### config.mk
export PLATFORM = sky130hd
export DESIGN_NAME = datapath_core
export DESIGN_NICKNAME = d
export VERILOG_FILES = /design/src/rtl/datapath_core.sv
export SDC_FILE = /design/constraint.sdc
export NUM_CORES = 1
export LEC_CHECK = 0
export CAP_MARGIN = 20
export CORE_MARGIN = 3
export CORE_UTILIZATION = 40
export DETAILED_ROUTE_END_ITERATION = 6
export HOLD_SLACK_MARGIN = 0.15
export PLACE_DENSITY = 0.6
export SYNTH_ARGS = -nofsm -noshare
export SYNTH_HDL_FRONTEND = slang
export SYNTH_SLANG_ARGS = --single-unit
export TNS_END_PERCENT = 50
### constraint.sdc
create_clock -name Clock -period 3.4 [get_ports Clock]
set_clock_uncertainty 0.1 [all_clocks]
set_input_delay 0.68 -clock Clock [delete_from_list [all_inputs] [get_ports Clock]]
set_output_delay 0.68 -clock Clock [all_outputs]
set_load 0.02 [all_outputs]
### src/rtl/datapath_core.sv
// datapath_core: 32-bit single-bus CPU datapath with PC, MAR, MDR, IR, Y, Z, R2/R4/R5 and AND/ADD/IncPC ALU.
// Optional macro DATAPATH_ZHIGH_EN: Z becomes 2*WIDTH wide (carry in Z[WIDTH]) and adds the Zhighout bus source.
module datapath_core #(
    parameter int unsigned      WIDTH    = 32,
    parameter logic [WIDTH-1:0] RESET_PC = '0
) (
    input  logic             Clock,
    input  logic             Resetn,
    input  logic             PCout,
    input  logic             Zlowout,
`ifdef DATAPATH_ZHIGH_EN
    input  logic             Zhighout,
`endif
    input  logic             MDRout,
    input  logic             R2out,
    input  logic             R4out,
    input  logic             MARin,
    input  logic             Zin,
    input  logic             PCin,
    input  logic             MDRin,
    input  logic             IRin,
    input  logic             Yin,
    input  logic             R2in,
    input  logic             R4in,
    input  logic             R5in,
    input  logic             IncPC,
    input  logic             AND,
    input  logic             Read,
    input  logic [WIDTH-1:0] Mdatain,
    output logic [WIDTH-1:0] BusMuxOut,
    output logic [WIDTH-1:0] PC_q,
    output logic [WIDTH-1:0] MAR_q,
    output logic [WIDTH-1:0] IR_q,
    output logic [WIDTH-1:0] R5_q
);

`ifdef DATAPATH_ZHIGH_EN
    localparam int unsigned ZW = 2 * WIDTH;
`else
    localparam int unsigned ZW = WIDTH;
`endif

    logic [WIDTH-1:0] mdr_q;
    logic [WIDTH-1:0] y_q;
    logic [WIDTH-1:0] r2_q;
    logic [WIDTH-1:0] r4_q;
    logic [ZW-1:0]    z_q;
    logic [WIDTH-1:0] mdr_d;
    logic [ZW-1:0]    z_d;
    logic [ZW-1:0]    sum;

    // Single bus: fixed-priority source select, zero when nothing drives.
    always_comb begin
        BusMuxOut = '0;
        if (R4out) begin
            BusMuxOut = r4_q;
        end else if (R2out) begin
            BusMuxOut = r2_q;
        end else if (MDRout) begin
            BusMuxOut = mdr_q;
        end else if (Zlowout) begin
            BusMuxOut = z_q[WIDTH-1:0];
`ifdef DATAPATH_ZHIGH_EN
        end else if (Zhighout) begin
            BusMuxOut = z_q[ZW-1:WIDTH];
`endif
        end else if (PCout) begin
            BusMuxOut = PC_q;
        end
    end

    // ALU: sum is ZW wide so a wide Z keeps the carry in bit WIDTH.
    always_comb begin
        sum = '0;
        if (IncPC) begin
            sum = ZW'(BusMuxOut) + ZW'(1);
        end else begin
            sum = ZW'(y_q) + ZW'(BusMuxOut);
        end
        z_d = AND ? ZW'(y_q & BusMuxOut) : sum;
    end

    // MDR source: memory on Read, otherwise the bus.
    always_comb begin
        mdr_d = Read ? Mdatain : BusMuxOut;
    end

    // Register file: each register loads on its enable, all see the pre-edge bus.
    always_ff @(posedge Clock or negedge Resetn) begin
        if (!Resetn) begin
            PC_q  <= RESET_PC;
            MAR_q <= '0;
            mdr_q <= '0;
            IR_q  <= '0;
            y_q   <= '0;
            z_q   <= '0;
            r2_q  <= '0;
            r4_q  <= '0;
            R5_q  <= '0;
        end else begin
            if (PCin)  PC_q  <= BusMuxOut;
            if (MARin) MAR_q <= BusMuxOut;
            if (MDRin) mdr_q <= mdr_d;
            if (IRin)  IR_q  <= BusMuxOut;
            if (Yin)   y_q   <= BusMuxOut;
            if (Zin)   z_q   <= z_d;
            if (R2in)  r2_q  <= BusMuxOut;
            if (R4in)  r4_q  <= BusMuxOut;
            if (R5in)  R5_q  <= BusMuxOut;
        end
    end

endmodule

## Yosys cells after proc, flatten, opt, wreduce, memory -nomap -nowiden

Index checks and enable logic that the tools add are counted.

- Memory bits (read-only): 0
- Bits in latches: 0
- Word-level logic and storage cells: 20
- Bits in registers: 288
- Memories kept: 0
- Bits in writable memories: 0
- Input port bits: 51

- $mul: 0
- Bitwise operators: 1
- Magnitude comparators: 0
- Add/subtract/negate cells: 2
- Reduce and logical (&&, ||, !) cells: 0
- Shifts and indexed selects: 0
- Eq/ne operators: 0
- Muxes and demuxes: 8
- Divide/modulo/power cells: 0

Operators by type and width:

| operator | number |
|---|---|
| two-way mux 32 bit | 8 |
| adder 32 x 1 -> 32 bit (second input constant) | 1 |
| adder 32 bit | 1 |
| AND 32 bit | 1 |

## Depth between registers and ports, before layout

- Depth in word-level cells: 8
- Gate-level depth with buffers: 22
- Gate-level depth less buffers: 19

## Worst setup path before layout

Ideal clock, no wire load.

- Path type: input port to flip-flop
- Start: input Zlowout
- End: register z_q[24]
- Arrival time: 4989 ps
- Stages: 22
- Buffers on the path: 3
- Data required time: 3177 ps
- Slack: -1811 ps
- Setup time: 123 ps
- Cells stage by stage: buf_4 nor2b_1 buf_2 buf_1 a22oi_1 nor2_1 a21oi_1 nor2_1 a21oi_1 o21ai_1 ha_1 inv_1 fa_1 nand2_1 a21oi_1 a2111oi_0 o211ai_2 a21oi_1 o21ai_1 nor3_1 mux2i_1 o221a_2

- Longest elaborated chain between the ends: 7
- Elaborated cells on any way between the ends: 9
- Those cells by class: add/sub (2); mux (6); bitwise (1)

RTL lines:

| item | RTL line | source |
|---|---|---|
| start, declared | 10 | `input logic Zlowout,` |
| two-way mux 32 bit (*) | 61 | `end else if (Zlowout) begin` |
| two-way mux 32 bit (*) | 59 | `end else if (MDRout) begin` |
| two-way mux 32 bit (*) | 57 | `end else if (R2out) begin` |
| two-way mux 32 bit (*) | 55 | `if (R4out) begin` |
| net BusMuxOut[0] | 30 | `output logic [WIDTH-1:0] BusMuxOut,` |
| adder 32 bit / adder 32 x 1 -> 32 bit (equally long branches) | 78, 76 |  |
| two-way mux 32 bit (*) | 75 | `if (IncPC) begin` |
| two-way mux 32 bit (*) | 80 | `z_d = AND ? ZW'(y_q & BusMuxOut) : sum;` |
| end signal, assigned | 106 | `if (Zin) z_q <= z_d;` |
| end, declared | 47 | `logic [ZW-1:0] z_q;` |

Mark *: on every way through the listed nets, which the timed path passes. The rest lies on a longest branch.
A chain may end at the register's enable or synchronous reset.

## Worst setup path in the final report

- Start: input Zlowout
- End: register z_q[18]

- Longest elaborated chain between the ends: 7
- Elaborated cells on any way between the ends: 9
- Those cells by class: add/sub (2); mux (6); bitwise (1)

RTL lines:

| item | RTL line |
|---|---|
| two-way mux 32 bit (*) | 61 |
| two-way mux 32 bit (*) | 59 |
| two-way mux 32 bit (*) | 57 |
| two-way mux 32 bit (*) | 55 |
| adder 32 bit / adder 32 x 1 -> 32 bit (equally long branches) | 78, 76 |
| two-way mux 32 bit | 75 |
| two-way mux 32 bit (*) | 80 |

Every way passes the cells marked *; elsewhere a longest branch is shown, timed or not.

==> results.md <==
- Status: complete, but fails checks
- Failing checks: negative setup slack
- Total grt overflow: 0
- Top Metal Used: met4
- Initial antenna violation count: 0
- Worst Setup End Kind: flop
- Worst-case reg-to-reg path depth: 19
- Most frequent cell after synthesis: dfrtp_1
- Metal2 WL: ~23000 um
- Hold Fails Final Rpt: 0
- Most used cell, CP: nor2_1
- PortBufs: between 200 and 250
- Antenna Violating Nets Remaining: 0
- Max-slew headroom: 0.306
- Post-Route WL: around 47000 um
- Total core area: 0.0358 mm2
- Clock Path Buffers: 3
- Clock sink count: approximately 290
- Met1 wire length: slightly above 20000 um
- Synth top area share: 0.493
- Router iterations before antenna repair: 5
- Unrepaired setup endpoints after global routing: true
- Synth Area in Compound Gates: 0.147
- CP startpoint kind: input pin
- Number of setup violations in the final report: 14
- Clock-pin slew on the worst setup and hold paths: ~0.060 ns
- Initial core utilization: 0.408
- DIE AREA: 0.0389 mm2
- Total number of yosys warnings: 0
- R2R setup slack: -0.08 ns
- Yosys top cell by area: dfrtp_1
- Hold EP: mdr_q[28]
- Ys flop type: dfrtp_1
- Synth area leaders: dfrtp_1, mux2_2, a21oi_1, nor2_1, mux2i_1
- Max VDD drop: roughly 0.53 mV
- 1st-iter DRT viols: just under 600
- Hold Crit Start: MDRin
- Post-Synth Simple-Gate Area: 0.101
- Max stage delay on crit path: between 0.4 and 0.5 ns
- Slew Viols, Final: 0
- Via count: about 12000
- Ys async rst share: 1.00
- CTS H-tree lvls: 2
- Die span in y: around 200 um
- Routed len/inst: 21.1 um
- DIE WIDTH: approximately 200 um
- Register bit total from synthesis: between 200 and 300
- Met3 wire len: 2220 um
- Cts bufs inserted: 35
- Area Growth Syn to Fin: 42.7%
- Mux share of post-synthesis cell area: 0.183
- Antenna cells: 0
- MaxCap Viol Count: 0
- Pin count of the biggest net entering global routing: 84
- Routed vias/inst: around 5.5
- Syn_nets: around 1500
- CP cell instances: buf_8 > nor2b_4 > a22oi_2 > nor2_1 > a21oi_2 > nor2_1 > a21oi_2 > o21ai_4 > ha_4 > inv_2 > fa_2 > nand2_2 > a21oi_4 > a2111oi_4 > o211ai_4 > a31oi_2 > buf_4 > xnor2_1 > nor2_1 > a31oi_1 > a21oi_1
- Mapped cell area: approximately 0.015 mm2
- Worst path required time: ~3.7 ns
- Crit path DAT: ~3.8 ns
- GRT Overall Usage: 0.241
- Slew @ Worst Pin: ~1.0 ns
- Pleak: approximately 9.4 nW
- Synth Instances: 1378
- Boundary pin count: 211
- Setup WS post-layout: -0.146 ns
- Gpl congestion: slightly above 0.9
- Share of layout cells above drive strength 1: 0.369
- Commonest cells in the netlist: dfrtp_1, mux2_2, a21oi_1, nor2_1
- Crit path max fanout: 4
- Post-DP HPWL: about 33000 um
- WS Path Type: input pin to flop
- R2r startpoint: z_q[0]
- PD cells: roughly 660 mW/mm2
- Max Freq: 0.282 GHz
- Final worst-path cycle share: 1.04
- Largest family of logic cells by synthesized area: multiplexers
- Crit-path slowest cell: fa_2
- Nets: roughly 1800
- Vias in the first global route: between 10000 and 15000
- Clock Latency Late Sink: between 0.5 and 0.6 ns
- First-pass GRT wire length: ~74000 um
- Root buf cell: clkbuf_16
- Distinct cell type count after synthesis: roughly 70
- Core Util, Final: 0.582
- Synth Area in XOR/XNOR: 0.0149
- CTS tree: built
- Final min period: between 3 and 4 ns
- DP Worst Slack: -1.12 ns
- CP bufs+invs: 3
- Hold path cells: 2
- Min-delay worst type: input pin to flop
- Core Rows: 69
- Area share of fa/ha/maj cells after synthesis: 0.0268
- Register area share after synthesis: 0.493
- EDFF count, synth: 0
- Post-route DRC: 0
- R2R Path End: z_q[30]
- Syn_area_per_cell: 10.6 um2
- Crit-path leading delay family: compound AO/OA/AOI/OAI gates
[registers in the layout, summed over array words and instances (netlist names)]
signal and flops:
PC_q 32, mdr_q 32, IR_q 32, MAR_q 32, r4_q 32, R5_q 32
r2_q 32, z_q 32, y_q 32
[power by group]
group | internal (mW) | leakage, nW | switching (mW)
logic | 2.53 | 5.24 | 2.62
clock network | 2.46 | 0.588 | 1.43
registers | 4.22 | 3.62 | 0.529
[how the worst max path moves through the flow]
stage                          to  startpoint  cells past startpoint  slack (ns)
after floorplan           z_q[26]     Zlowout                     22       -0.74
after global placement    z_q[18]     Zlowout                     21       -1.11
after detailed placement  z_q[18]       PCout                     21       -1.12
after CTS                 z_q[30]      z_q[0]                     19       -0.11
after global routing      z_q[18]       PCout                     21       -0.31
final                     z_q[18]     Zlowout                     21       -0.15
[metrics by stage]
step / area (um2) / total power, mW / instances / setup TNS (ns) / hold slack (ns)
6_report: 20900 / 13.8 / 2240 / -1.08 / 0.401
5_1_grt: 20900 / 14.5 / 2240 / -4.52 / 0.411
4_1_cts: 20500 / 13.8 / 2228 / -0.354 / 0.382
3_5_place_dp: 18900 / 9.70 / 2161 / -38.50 / 0.390
3_3_place_gp: 18900 / 9.63 / 2161 / -37.57 / 0.385
2_1_floorplan: 15000 / 7.31 / 1378 / -13.62 / 0.284
[what timing repair did]
action / in CTS / in global routing
setup endpoints to repair: 58 / 37
hold buffers: 1 / 0
pin swaps: 37 / 33
cloned: 0 / 1
hold endpoints to repair: 78 / 0
setup buffers: 5 / 11
resized for setup: 95 / 63
[placed cells by master (no fill, tap or decap), types with 15 or more instances in the layout]
master / instances
o21ai_2: 15
o21ai_0: 15
nand2_1: 71
inv_1: 23
mux2i_1: 34
clkbuf_16: 38
a21oi_1: 121
nand4_1: 17
a21oi_2: 36
dfrtp_1: 288
nor2b_1: 35
buf_4: 206
mux2_2: 205
a22oi_1: 16
clkdlybuf4s50_1: 167
nor2_1: 141
[cells by family (layout without fill, tap and decap cells)]
logic type,count (synthesis),in the layout
AND/OR/NAND/NOR,325,325
buffers and inverters,129,530
AO/OA/AOI/OAI,340,340
XOR/XNOR,24,24
flip-flops,288,288
adder cells (fa/ha/maj),31,31
multiplexers,241,241
[per-layer routing]
metal,vias to the layer above,GRT usage
met3,82,0.0394
met2,332,0.417
li1,5700,-
met5,-,0
met4,0,0.0681
met1,6189,0.314
[layout make-up]
cell class              instances  area, um2
fillers                      3056      15000
multi-input cells             961       7720
flip-flops and latches        288       7210
repair buffers                442       4040
clock buffers                  53       1070
well taps                     461        577
clock inverters                 8        145
inverters                      27        101
Note: power is estimated with default switching activity, not from simulation.
